File: config.mk
export PLATFORM = sky130hd
export DESIGN_NAME = uart_rx_phy_flat
export DESIGN_NICKNAME = d
export VERILOG_FILES = /design/src/rtl/uart_rx_phy_if.sv /design/src/rtl/uart_rx_phy.sv /design/src/flat_wrapper.sv
export SDC_FILE = /design/constraint.sdc
export NUM_CORES = 1
export LEC_CHECK = 0
export ABC_CLOCK_PERIOD_IN_PS = 8000
export CAP_MARGIN = 20
export CORE_MARGIN = 5
export CORE_UTILIZATION = 55
export DETAILED_ROUTE_END_ITERATION = 8
export PLACE_DENSITY_LB_ADDON = 0.1
export SKIP_LAST_GASP = 1
export SYNTH_ARGS = -nofsm -noshare
export SYNTH_HDL_FRONTEND = slang
export SYNTH_SLANG_ARGS = --single-unit
File: constraint.sdc
create_clock -name clk_i -period 8 [get_ports clk_i]
set_clock_uncertainty 0.2 [all_clocks]
set_input_delay 1.6 -clock clk_i [delete_from_list [all_inputs] [get_ports clk_i]]
set_output_delay 1.6 -clock clk_i [all_outputs]
set_load 0.02 [all_outputs]
File: src/rtl/uart_rx_phy_if.sv
// uart_rx_phy_if: receive-side result bus (byte, good/error strobes, busy) of the UART RX front end.
// The PHY drives it through the master modport; the receive FIFO write port reads the slave modport.
interface uart_rx_phy_if;
    localparam int unsigned DATA_W = 8;

    logic [DATA_W-1:0] data_o;
    logic              valid_o;
    logic              frame_err_o;
    logic              busy_o;

    modport master (output data_o, valid_o, frame_err_o, busy_o);
    modport slave  (input  data_o, valid_o, frame_err_o, busy_o);
endinterface

File: src/rtl/uart_rx_phy.sv
// uart_rx_phy: UART receive front end -- line synchronizer, start-bit qualification, LSB-first
// mid-bit sampling and stop-bit check. Define UART_RX_MAJORITY_EN for 2-of-3 voting around mid-bit.
module uart_rx_phy #(
    parameter int unsigned SYNC_STAGES = 2
) (
    input  logic          clk_i,
    input  logic          rst_ni,
    input  logic [15:0]   baud_div_i,
    input  logic          en_i,
    input  logic          rx_bit_i,
    uart_rx_phy_if.master bus
);
    localparam int unsigned CNT_W  = 16;
    localparam int unsigned DATA_W = 8;
    localparam int unsigned IDX_W  = 3;

    typedef enum logic [2:0] {
        S_IDLE,
        S_START,
        S_DATA,
        S_STOP,
        S_BREAK
    } state_t;

    state_t             r_state, w_state_d;
    logic [CNT_W-1:0]   r_cnt, w_cnt_d;
    logic [IDX_W-1:0]   r_idx, w_idx_d;
    logic [DATA_W-1:0]  r_shift, w_shift_d;
    logic [DATA_W-1:0]  r_data, w_data_d;
    logic               r_valid, w_valid_d;
    logic               r_ferr, w_ferr_d;
    logic               r_busy, w_busy_d;

    logic [SYNC_STAGES-1:0] r_sync;
    logic                   r_line;

    logic [CNT_W-1:0]   w_half;
    logic [CNT_W-1:0]   w_last;
    logic               w_wrap;
    logic               w_div_ok;
    logic               w_samp_pt;
    logic               w_samp;

    assign w_half   = baud_div_i >> 1;
    assign w_last   = baud_div_i - CNT_W'(1);
    assign w_wrap   = (r_cnt >= w_last);
    assign w_div_ok = (baud_div_i >= CNT_W'(4));

    // Metastability synchronizer plus one registered copy the FSM treats as the line.
    always_ff @(posedge clk_i) begin
        if (!rst_ni) begin
            r_sync <= '1;
            r_line <= 1'b1;
        end else begin
            r_sync <= {r_sync[SYNC_STAGES-2:0], rx_bit_i};
            r_line <= r_sync[SYNC_STAGES-1];
        end
    end

`ifdef UART_RX_MAJORITY_EN
    logic r_vote0;
    logic r_vote1;

    // Capture the line one cycle before and at mid-bit; the vote resolves one cycle after.
    always_ff @(posedge clk_i) begin
        if (!rst_ni) begin
            r_vote0 <= 1'b1;
            r_vote1 <= 1'b1;
        end else begin
            if (r_cnt == w_half - CNT_W'(1)) r_vote0 <= r_line;
            if (r_cnt == w_half)             r_vote1 <= r_line;
        end
    end

    assign w_samp_pt = (r_cnt == w_half + CNT_W'(1));
    assign w_samp    = (r_vote0 & r_vote1) | (r_vote0 & r_line) | (r_vote1 & r_line);
`else
    assign w_samp_pt = (r_cnt == w_half);
    assign w_samp    = r_line;
`endif

    // State and datapath registers.
    always_ff @(posedge clk_i) begin
        if (!rst_ni) begin
            r_state <= S_IDLE;
            r_cnt   <= '0;
            r_idx   <= '0;
            r_shift <= '0;
            r_data  <= '0;
            r_valid <= 1'b0;
            r_ferr  <= 1'b0;
            r_busy  <= 1'b0;
        end else begin
            r_state <= w_state_d;
            r_cnt   <= w_cnt_d;
            r_idx   <= w_idx_d;
            r_shift <= w_shift_d;
            r_data  <= w_data_d;
            r_valid <= w_valid_d;
            r_ferr  <= w_ferr_d;
            r_busy  <= w_busy_d;
        end
    end

    // Next-state and registered-output logic.
    always_comb begin
        w_state_d = r_state;
        w_cnt_d   = '0;
        w_idx_d   = r_idx;
        w_shift_d = r_shift;
        w_data_d  = r_data;
        w_valid_d = 1'b0;
        w_ferr_d  = 1'b0;

        if (r_state == S_START || r_state == S_DATA || r_state == S_STOP) begin
            w_cnt_d = w_wrap ? '0 : r_cnt + CNT_W'(1);
        end

        case (r_state)
            S_IDLE: begin
                if (!r_line) w_state_d = S_START;
            end
            S_START: begin
                if (w_samp_pt && w_samp) begin
                    w_state_d = S_IDLE;
                    w_cnt_d   = '0;
                end else if (w_wrap) begin
                    w_state_d = S_DATA;
                    w_idx_d   = '0;
                end
            end
            S_DATA: begin
                if (w_samp_pt) w_shift_d[r_idx] = w_samp;
                if (w_wrap) begin
                    if (r_idx == IDX_W'(DATA_W - 1)) w_state_d = S_STOP;
                    w_idx_d = r_idx + IDX_W'(1);
                end
            end
            S_STOP: begin
                // Decide at mid stop bit so a following start edge is never missed.
                if (w_samp_pt) begin
                    w_data_d = r_shift;
                    w_cnt_d  = '0;
                    if (w_samp) begin
                        w_valid_d = 1'b1;
                        w_state_d = S_IDLE;
                    end else begin
                        w_ferr_d  = 1'b1;
                        w_state_d = S_BREAK;
                    end
                end
            end
            S_BREAK: begin
                if (r_line) w_state_d = S_IDLE;
            end
            default: begin
                w_state_d = S_IDLE;
            end
        endcase

        // Disable or an unusably small divisor drops any partial frame silently.
        if (!en_i || !w_div_ok) begin
            w_state_d = S_IDLE;
            w_cnt_d   = '0;
            w_data_d  = r_data;
            w_valid_d = 1'b0;
            w_ferr_d  = 1'b0;
        end

        w_busy_d = (w_state_d != S_IDLE);
    end

    assign bus.data_o      = r_data;
    assign bus.valid_o     = r_valid;
    assign bus.frame_err_o = r_ferr;
    assign bus.busy_o      = r_busy;

endmodule

File: src/flat_wrapper.sv
// flat-port wrapper written by rule: the top's interface ports become plain ports
module uart_rx_phy_flat 
#(
    parameter int unsigned SYNC_STAGES = 2
)
  (clk_i, rst_ni, baud_div_i, en_i, rx_bit_i, bus_data_o, bus_valid_o, bus_frame_err_o, bus_busy_o);
  uart_rx_phy_if bus_i ();
  input  logic clk_i;
  input  logic rst_ni;
  input  logic [15:0] baud_div_i;
  input  logic en_i;
  input  logic rx_bit_i;
  output wire logic [$bits(bus_i.data_o)-1:0] bus_data_o;
  output wire logic [$bits(bus_i.valid_o)-1:0] bus_valid_o;
  output wire logic [$bits(bus_i.frame_err_o)-1:0] bus_frame_err_o;
  output wire logic [$bits(bus_i.busy_o)-1:0] bus_busy_o;
  assign bus_data_o = bus_i.data_o;
  assign bus_valid_o = bus_i.valid_o;
  assign bus_frame_err_o = bus_i.frame_err_o;
  assign bus_busy_o = bus_i.busy_o;
  uart_rx_phy #(.SYNC_STAGES(SYNC_STAGES)) u_core (.clk_i(clk_i), .rst_ni(rst_ni), .baud_div_i(baud_div_i), .en_i(en_i), .rx_bit_i(rx_bit_i), .bus(bus_i));
endmodule
==> flow_metrics.py, run 1 <==
metrics = {
    "cts": {
        "cts_root_buf": "clkbuf_8",
        "holdBufCountCts": 0,
        "cts_buffer_depth": 2,
        "clkSlewWorstSetupHoldPaths_ns": 0.08,
        "cts.sinks": 44,
        "cts_setup_buffers": 0,
        "ctsResizeCount": 0,
        "ctsHtreeMaxLevel": 2,
        "numCtsBuffers": 5,
        "insertion_delay_ns": 0.29,
        "cts_tree": "built",
    },
    "synth": {
        "synthAdderAreaFrac_pct": 9.255,
        "synthSimpleGateAreaFrac_pct": 26.15,
        "synth_top_area_share_pct": 32.58,
        "ys_types": 43,
        "yosys-top-cells-area": "dfxtp_1 33%, ha_1 9.3%, xor2_1 8.4%",
        "yosysSeqAreaShare_pct": 32.58,
        "ys_warn_count": 0,
        "synth_edf_count": 0,
        "synth.avg_cell_area_sq_um": 8.836,
        "ys_ff_latch": 44,
        "synth_top_family_by_area": "simple AND/OR/NAND/NOR gates",
        "synth_nets": 346,
        "synth_area_sq_um": 2704,
        "synth_compound_area_share_pct": 8.006,
        "ys.flop_type": "dfxtp_1",
        "synth_top_area_cell": "dfxtp_1",
        "syn_inst": 306,
        "synthMuxAreaShare_pct": 6.664,
        "synthArstFlopShare_pct": 0,
        "synth-xor-area-share_pct": 13.93,
    },
    "die": {
        "dieArea_sq_um": 6418,
        "die_h_microns": 80.12,
        "row_count": 25,
        "io-pin-count": 31,
        "core_area_sq_um": 4755,
        "die_w_microns": 80.12,
        "floorplan.initialDensity_pct": 56.87,
    },
    "timing": {
        "finalWorstSetupSlack_ns": 2.551,
        "rsz0062_at_grt": "false",
        "min_period_ns": 5.449,
        "fin_crit_sh_pct": 68.11,
        "slew_headroom_pct": 44.93,
        "setup_tns_ns": 0,
        "worstMarginPinSlew_ns": 0.8191,
        "drv_slew": 0,
        "max_freq_mhz": 183.5,
        "setup_viol": 0,
        "final_hold_viol_count": 0,
    },
    "hold_path": {
        "hold_path_class": "reg2reg",
        "holdPathStages": 1,
    },
    "place": {
        "post-place-ws_ns": 2.272,
        "port_buffers": 30,
        "placed_area_sq_um": 3040,
        "placed_cells": 395,
        "place_congestion": 0.8192,
        "dp_hpwl_mm": 4.324,
    },
    "routing": {
        "post_drt_via_cell_ratio": 5.496,
        "post_drt_wl_per_cell_microns": 13.94,
        "dr.first_iter.drc_count": 86,
        "routed_wl_mm": 5.619,
        "dr.pass1.iters": 4,
        "vias": 2215,
        "route.detailed.drc": 0,
        "drtAntennaViolNets": 0,
    },
    "final_layout": {
        "drive_gt1_share_pct": 4.762,
        "final_cell_area_sq_um": 3167,
        "n_antenna_cell": 0,
        "area_delta_synth_final_pct": 17.12,
        "n_fill_cell": 427,
        "fin_nets": 375,
        "layout.cells.non_filler": 403,
    },
    "worst_setup_path": {
        "cp-end-kind": "flop",
        "start_kind": "primary input",
        "rrSetupSlack_ns": 4.95,
        "required_ns": 8.03,
        "reg2reg_depth": 8,
        "critPathMaxFanout": 16,
        "critical_path_class": "in2reg",
        "worstPathArrival_ns": 5.48,
    },
    "global_route": {
        "antenna_found_initial": 0,
        "overflow": 0,
        "grt_pass1_wl_mm": 9.653,
        "grt_usage_pct": 18.76,
        "grt_pass1_vias": 2087,
        "grt_max_degree": 21,
    },
    "power_and_ir_drop": {
        "power_density_nw_per_um2": 138.9,
        "p_leak_uw": 0.001217,
        "ir_drop_mv": 0.1323,
        "power_uw": 439.8,
    },
    "run": {
        "cap_violations": 0,
    },
    "run_status": {
        "status": "finished clean",
    },
}
## logic make-up (layout without fill, tap and decap cells)
group / Yosys count / count (layout)
buf+inv: 20 / 50
flops: 44 / 44
xor+xnor: 43 / 43
compound gates: 29 / 29
mux: 18 / 18
fa+ha+maj: 20 / 20
simple gates: 132 / 132
## flip-flops by register name (all words and copies together) (netlist names)
register	cells
u_core.bus.frame_err_o	1
u_core.r_idx	3
u_core.r_sync	2
u_core.bus.busy_o	1
u_core.r_state	3
u_core.bus.data_o	8
u_core.r_shift	8
u_core.bus.valid_o	1
u_core.r_cnt	16
u_core.r_line	1
## routing by layer
layer	share of wire [%]	routed length [microns]	global-route usage, %
met1	52	2914	27.13
met2	44	2449	28.48
met3	3.7	206	3.475
met4	0.87	49	5.068
met5	0	0	0
## cell type report
cell class / instances / area (sq um) / share of cell area [%]
multi-input combinational: 242 / 1730 / 54.64
timing repair buffer: 30 / 300.3 / 9.482
sequential: 44 / 880.8 / 27.82
clock inverter: 1 / 30.03 / 0.9482
inverter: 12 / 45.04 / 1.422
clock buffer: 7 / 96.34 / 3.042
tap: 67 / 83.83 / 2.647
## worst paths after layout
check | from | endpoint
max | baud_div_i[5] | u_core.r_cnt[6]
min | u_core.r_sync[0] | u_core.r_sync[1]
max reg2reg | u_core.r_cnt[0] | u_core.r_idx[1]
min reg2reg | u_core.r_sync[0] | u_core.r_sync[1]
## critical path: stages
cell	delay, ns
clkdlybuf4s50_1	0.50
nor4_1	0.54
nand3_1	0.29
or4_1	0.46
nor2_1	0.13
xnor2_1	0.14
ha_1	0.26
and4_1	0.20
and3_1	0.23
and2_1	0.18
a311o_1	0.29
a211o_1	0.47
nor2_1	0.17
## power by group
group	switching [uW]	total [uW]	leakage, uW	internal (uW)
clock network	72.1	182	0.0000645	110
registers	0.723	220	0.000355	220
logic	19.3	37.3	0.000797	18.0
total	92.1	440	0.00122	348
## layout by cell type (no fill, tap or decap), types with 2 or more instances in the layout
master / count
nor2_1: 45
dfxtp_1: 44
clkdlybuf4s50_1: 30
xor2_1: 26
ha_1: 20
mux2i_1: 18
xnor2_1: 17
nand2_1: 15
and3_1: 14
inv_1: 12
nand3_1: 12
nor4_1: 11
nor3_1: 8
nand2b_1: 8
clkbuf_8: 7
a21oi_1: 5
o21ai_0: 4
a211oi_1: 4
nor4_2: 3
and4_1: 3
and2_1: 3
nor4b_1: 3
a21o_1: 2
a211o_1: 2
nand4_1: 2
o211ai_1: 2
## synth_stat cells, types with 5 or more instances
master / number
nand3_1: 12
inv_1: 12
nor3_1: 8
and3_1: 14
nor4_1: 11
nor2_1: 45
dfxtp_1: 44
a21oi_1: 5
mux2i_1: 18
nand2b_1: 8
xor2_1: 26
xnor2_1: 17
ha_1: 20
nand2_1: 15
## through the flow
| stage | util (%) | hold slack [ns] |
|---|---|---|
| 3_5_place_dp | 63.95 | 0.1956 |
| 4_1_cts | 66.61 | 0.2150 |
| 6_report | 66.61 | 0.2134 |
| 5_1_grt | 66.61 | 0.2340 |
| 2_1_floorplan | - | 0.1863 |
| 3_3_place_gp | 63.95 | 0.1877 |
(Power assumes the default switching activity.)
==> run 2: changes to the inputs <==
--- a/config.mk
+++ b/config.mk
@@ -5,10 +5,10 @@
 export SDC_FILE = /design/constraint.sdc
 export NUM_CORES = 1
 export LEC_CHECK = 0
-export ABC_CLOCK_PERIOD_IN_PS = 8000
+export ABC_CLOCK_PERIOD_IN_PS = 5000
 export CAP_MARGIN = 20
 export CORE_MARGIN = 5
-export CORE_UTILIZATION = 55
+export CORE_UTILIZATION = 51
 export DETAILED_ROUTE_END_ITERATION = 8
 export PLACE_DENSITY_LB_ADDON = 0.1
 export SKIP_LAST_GASP = 1
==> constraint.sdc (replaced) <==
create_clock -name clk_i -period 5 [get_ports clk_i]
set_clock_uncertainty 0.2 [all_clocks]
set_input_delay 1 -clock clk_i [delete_from_list [all_inputs] [get_ports clk_i]]
set_output_delay 1 -clock clk_i [all_outputs]
set_load 0.02 [all_outputs]
==> flow_metrics.py, run 2 (synthesis gave the netlist of run 1 again) <==
metrics = {
    "cts": {
        "clkSlewWorstSetupHoldPaths_ns": 0.08,
        "cts_buffer_depth": 2,
        "cts_setup_buffers": 0,
        "insertion_delay_ns": 0.29,
        "holdBufCountCts": 0,
        "numCtsBuffers": 5,
        "cts_root_buf": "clkbuf_8",
        "cts_tree": "built",
        "cts.sinks": 44,
        "ctsResizeCount": 0,
        "ctsHtreeMaxLevel": 2,
    },
    "routing": {
        "drtAntennaViolNets": 0,
        "routed_wl_mm": 5.709,
        "top_layer": "met4",
        "post_drt_via_cell_ratio": 5.462,
        "route.detailed.drc": 0,
        "met3_wirelength_microns": 147,
        "vias": 2245,
        "met2_length_mm": 2.593,
        "dr.first_iter.drc_count": 96,
        "post_drt_wl_per_cell_microns": 13.89,
        "wl_met1_mm": 2.913,
        "dr.pass1.iters": 4,
    },
    "run": {
        "cap_violations": 0,
    },
    "power_and_ir_drop": {
        "p_int_uw": 544.5,
        "p_leak_uw": 0.001238,
        "power.switching_uw": 150.5,
        "comb_power_share_pct": 8.8,
        "power_uw": 695.0,
        "ir_drop_mv": 0.2076,
        "power_density_nw_per_um2": 217.0,
        "netSwitchingFraction_pct": 21.66,
        "power_frac_clock_pct": 40.5,
        "seq_power_share_pct": 50.7,
    },
    "worst_setup_path": {
        "critical_path_class": "in2reg",
        "critPathMaxFanout": 16,
        "crit_chain": "clkdlybuf4s50_1 -> nor4_1 -> nand3_1 -> or4_1 -> nor2_1 -> xnor2_1 -> ha_1 -> and4_1 -> and3_1 -> and2_1 -> a311o_1 -> a211o_1 -> nor2_1",
        "worstPathArrival_ns": 4.67,
        "slowest_stage": "nor4_1",
        "crit_buf_inv": 1,
        "cp_common_cell": "nor2_1",
        "rrSetupSlack_ns": 2.11,
        "cp_num_cells": 13,
        "cp-end-kind": "flop",
        "reg2reg_depth": 9,
        "cp-startpoint": "baud_div_i[7]",
        "crit_end": "u_core.r_cnt[2]",
        "r2r-start": "u_core.r_cnt[0]",
        "required_ns": 5.03,
        "start_kind": "primary input",
        "slowest_delay_ns": 0.52,
        "r2r-end": "u_core.r_cnt[2]",
        "cp_top_family": "simple AND/OR/NAND/NOR gates",
    },
    "timing": {
        "final_hold_viol_count": 0,
        "setup_tns_ns": 0,
        "slew_headroom_pct": 51.94,
        "max_freq_mhz": 215.2,
        "setup_viol": 0,
        "worstMarginPinSlew_ns": 0.7155,
        "min_period_ns": 4.647,
        "fin_crit_sh_pct": 92.94,
        "hold_ws_ns": 0.2084,
        "rsz0062_at_grt": "false",
        "drv_slew": 0,
    },
    "die": {
        "core_area_sq_um": 5140,
        "die_w_microns": 82.81,
        "row_count": 26,
        "io-pin-count": 31,
        "dieArea_sq_um": 6858,
        "floorplan.initialDensity_pct": 52.60,
        "die_h_microns": 82.81,
    },
    "global_route": {
        "grt_usage_pct": 16.56,
        "grt_pass1_wl_mm": 9.722,
        "grt_max_degree": 21,
        "grt_pass1_vias": 2148,
        "overflow": 0,
        "antenna_found_initial": 0,
    },
    "run_status": {
        "status": "finished clean",
    },
    "place": {
        "placed_area_sq_um": 3082,
        "place_congestion": 0.8690,
        "port_buffers": 30,
        "dp_hpwl_mm": 4.371,
    },
    "hold_path": {
        "holdPathStages": 1,
        "hold_path_class": "reg2reg",
        "hold_start": "u_core.r_sync[1]",
    },
    "final_layout": {
        "area_delta_synth_final_pct": 18.46,
        "layout_commonest_cell": "nor2_1",
        "layout_common_cells": "45 x nor2_1, 44 x dfxtp_1, 30 x clkdlybuf4s50_1, 26 x xor2_1, 20 x ha_1",
        "drive_gt1_share_pct": 6.158,
        "fin_nets": 380,
        "final_util_pct": 62.32,
        "final_cell_area_sq_um": 3203,
        "top_register": "u_core.r_cnt",
        "n_antenna_cell": 0,
        "n_fill_cell": 497,
        "largest_reg_flops": 16,
    },
}
run 2: cell count changes in the layout (fill, tap and decap cells not counted), sizes merged:
cell	delta
clkbuf	-1
clkinv	+1
buf	+5
run 2: power by group through the flow:
stage	clock network (uW)	registers, uW	logic [uW]
after floorplan	0	360	32.3
after global placement	0	361	60.1
after detailed placement	0	361	60.7
after CTS	287	352	61.2
after global routing	303	353	67.1
final	282	352	61.1
run 2: worst register-to-register path: cells and delay by family, from the launching register on:
family	cells	cell delay [ns]
AO/OA/AOI/OAI	4	1.31
adder cells (fa/ha/maj)	1	0.26
buffers and inverters	2	0.25
flip-flops	1	0.48
AND/OR/NAND/NOR	2	0.33
run 2: worst min-delay path by stage:
stage,slack (ns),end
detailed placement,0.19,u_core.r_line
CTS,0.21,u_core.r_line
global placement,0.19,u_core.r_line
floorplan,0.19,u_core.r_line
finish,0.21,u_core.r_line
global route,0.23,u_core.r_line
run 2: metal layers:
metal / global-route usage [%] / vias to the layer above
met4: 4.458 / 0
li1: - / 1152
met1: 23.81 / 1050
met3: 3.465 / 6
met2: 25.07 / 37
met5: 0 / -
run 2: through the flow:
stage,cells,worst slack (ns)
floorplan,306,0.7776
global placement,403,0.1444
detailed placement,403,0.05179
CTS,411,0.3478
global route,411,0.07848
finish,411,0.3531
run 2: area by class of cell:
type                    count  area [sq um]  area share, %
well taps                  70         87.58          2.734
clock inverters             2         38.79          1.211
inverters                  12         45.04          1.406
repair buffers             35         337.8          10.55
multi-input cells         242          1730          54.02
flip-flops and latches     44         880.8          27.50
clock buffers               6         82.58          2.578
==> run 3: changes to the inputs <==
--- a/config.mk
+++ b/config.mk
@@ -8,10 +8,12 @@
 export ABC_CLOCK_PERIOD_IN_PS = 5000
 export CAP_MARGIN = 20
 export CORE_MARGIN = 5
-export CORE_UTILIZATION = 51
+export CORE_UTILIZATION = 53
+export CTS_BUF_LIST = sky130_fd_sc_hd__clkbuf_4 sky130_fd_sc_hd__clkbuf_8
 export DETAILED_ROUTE_END_ITERATION = 8
 export PLACE_DENSITY_LB_ADDON = 0.1
 export SKIP_LAST_GASP = 1
 export SYNTH_ARGS = -nofsm -noshare
 export SYNTH_HDL_FRONTEND = slang
 export SYNTH_SLANG_ARGS = --single-unit
+export TNS_END_PERCENT = 1
==> flow_metrics.py, run 3 (synthesis gave the netlist of run 1 again) <==
metrics = {
    "cts": {
        "cts_tree": "built",
        "cts.sinks": 44,
        "ctsHtreeMaxLevel": 2,
        "insertion_delay_ns": 0.29,
        "holdBufCountCts": 0,
        "clkSlewWorstSetupHoldPaths_ns": 0.08,
        "numCtsBuffers": 5,
        "ctsResizeCount": 0,
        "cts_root_buf": "clkbuf_8",
        "cts_setup_buffers": 0,
        "cts_buffer_depth": 2,
    },
    "final_layout": {
        "largest_reg_flops": 16,
        "final_util_pct": 63.05,
        "n_antenna_cell": 0,
        "layout.cells.non_filler": 411,
        "n_fill_cell": 434,
        "fin_nets": 380,
        "layout_common_cells": "45 x nor2_1, 44 x dfxtp_1, 30 x clkdlybuf4s50_1, 26 x xor2_1, 20 x ha_1",
        "layout_commonest_cell": "nor2_1",
        "top_register": "u_core.r_cnt",
        "area_delta_synth_final_pct": 17.58,
        "drive_gt1_share_pct": 6.158,
    },
    "global_route": {
        "grt_usage_pct": 18.17,
        "grt_max_degree": 21,
        "overflow": 0,
        "grt_pass1_vias": 2025,
        "grt_pass1_wl_mm": 9.570,
        "antenna_found_initial": 0,
    },
    "power_and_ir_drop": {
        "ir_drop_mv": 0.3068,
        "power_density_nw_per_um2": 201.4,
        "seq_power_share_pct": 55.0,
        "comb_power_share_pct": 9.3,
        "power_frac_clock_pct": 35.7,
        "power_uw": 640.4,
        "p_int_uw": 492.2,
        "power.switching_uw": 148.2,
        "netSwitchingFraction_pct": 23.15,
        "p_leak_uw": 0.001220,
    },
    "routing": {
        "vias": 2178,
        "dr.pass1.iters": 4,
        "routed_wl_mm": 5.402,
        "post_drt_wl_per_cell_microns": 13.14,
        "dr.first_iter.drc_count": 90,
        "route.detailed.drc": 0,
        "drtAntennaViolNets": 0,
        "post_drt_via_cell_ratio": 5.299,
    },
    "timing": {
        "worstMarginPinSlew_ns": 0.7119,
        "min_period_ns": 4.481,
        "slew_headroom_pct": 52.19,
        "drv_slew": 0,
        "final_hold_viol_count": 0,
        "setup_viol": 0,
        "fin_crit_sh_pct": 89.62,
        "max_freq_mhz": 223.2,
        "hold_ws_ns": 0.2116,
        "rsz0062_at_grt": "false",
        "setup_tns_ns": 0,
    },
    "die": {
        "die_h_microns": 81.43,
        "floorplan.initialDensity_pct": 53.62,
        "row_count": 26,
        "dieArea_sq_um": 6630,
        "core_area_sq_um": 5042,
        "die_w_microns": 81.43,
        "io-pin-count": 31,
    },
    "place": {
        "placed_cells": 403,
        "dp_hpwl_mm": 4.204,
        "place_congestion": 0.8338,
        "port_buffers": 30,
    },
    "worst_setup_path": {
        "start_kind": "primary input",
        "critPathMaxFanout": 16,
        "rrSetupSlack_ns": 2.14,
        "cp-end-kind": "flop",
        "worstPathArrival_ns": 4.51,
        "critical_path_class": "in2reg",
        "reg2reg_depth": 10,
        "required_ns": 5.02,
    },
    "hold_path": {
        "holdPathStages": 1,
        "hold_path_class": "reg2reg",
    },
    "run": {
        "cap_violations": 0,
    },
    "run_status": {
        "status": "finished clean",
    },
}
[run 3: cell types whose count changed in the layout (fill, tap and decap cells not counted), sizes merged]
cell,previous run,this run
bufinv,1,0
clkinv,1,0
clkinvlp,0,2
[run 3: per-stage QoR]
stage / worst slack [ns] / instance area, sq um
6_report: 0.5190 / 3179
5_1_grt: 0.2112 / 3179
4_1_cts: 0.5531 / 3179
3_5_place_dp: 0.2566 / 3082
3_3_place_gp: 0.3223 / 3082
2_1_floorplan: 0.7776 / 2704
[run 3: layout make-up]
class	count	area [sq um]	area share, %
Clock buffer	6	82.58	2.597
Clock inverter	2	15.01	0.4723
Inverter	12	45.04	1.417
Multi-Input combinational cell	242	1730	54.43
Sequential cell	44	880.8	27.71
Tap cell	70	87.58	2.755
Timing Repair Buffer	35	337.8	10.63
[run 3: path summary, 6_finish.rpt]
kind | start | end
worst max register to register | u_core.r_cnt[0] | u_core.r_cnt[6]
worst min-delay path | u_core.r_sync[0] | u_core.r_sync[1]
worst min register to register | u_core.r_sync[0] | u_core.r_sync[1]
worst max-delay path | baud_div_i[5] | u_core.r_cnt[6]
[run 3: metal layers]
layer / GRT usage [%] / part of all wire [%] / vias to the layer above
met1: 26.14 / 51 / 992
met3: 4.167 / 3.9 / 2
li1: - / - / 1154
met2: 27.44 / 44 / 30
met5: 0 / 0 / -
met4: 4.392 / 0.41 / 0
[run 3: power groups by stage]
stage          clock [uW]  combinational, uW  sequential, uW
6_report              229               59.4             352
5_1_grt               254               65.4             353
4_1_cts               236               59.5             352
3_5_place_dp            0               59.0             361
3_3_place_gp            0               58.6             361
2_1_floorplan           0               32.3             360
[run 3: critical path, stage by stage]
cell,delay [ns]
clkdlybuf4s50_1,0.49
nor4_1,0.44
nand3_1,0.15
or4_1,0.41
nor2_1,0.12
xnor2_1,0.13
ha_1,0.26
and4_1,0.21
and3_1,0.23
and2_1,0.18
a311o_1,0.29
a211o_1,0.27
buf_4,0.19
nor2_1,0.13
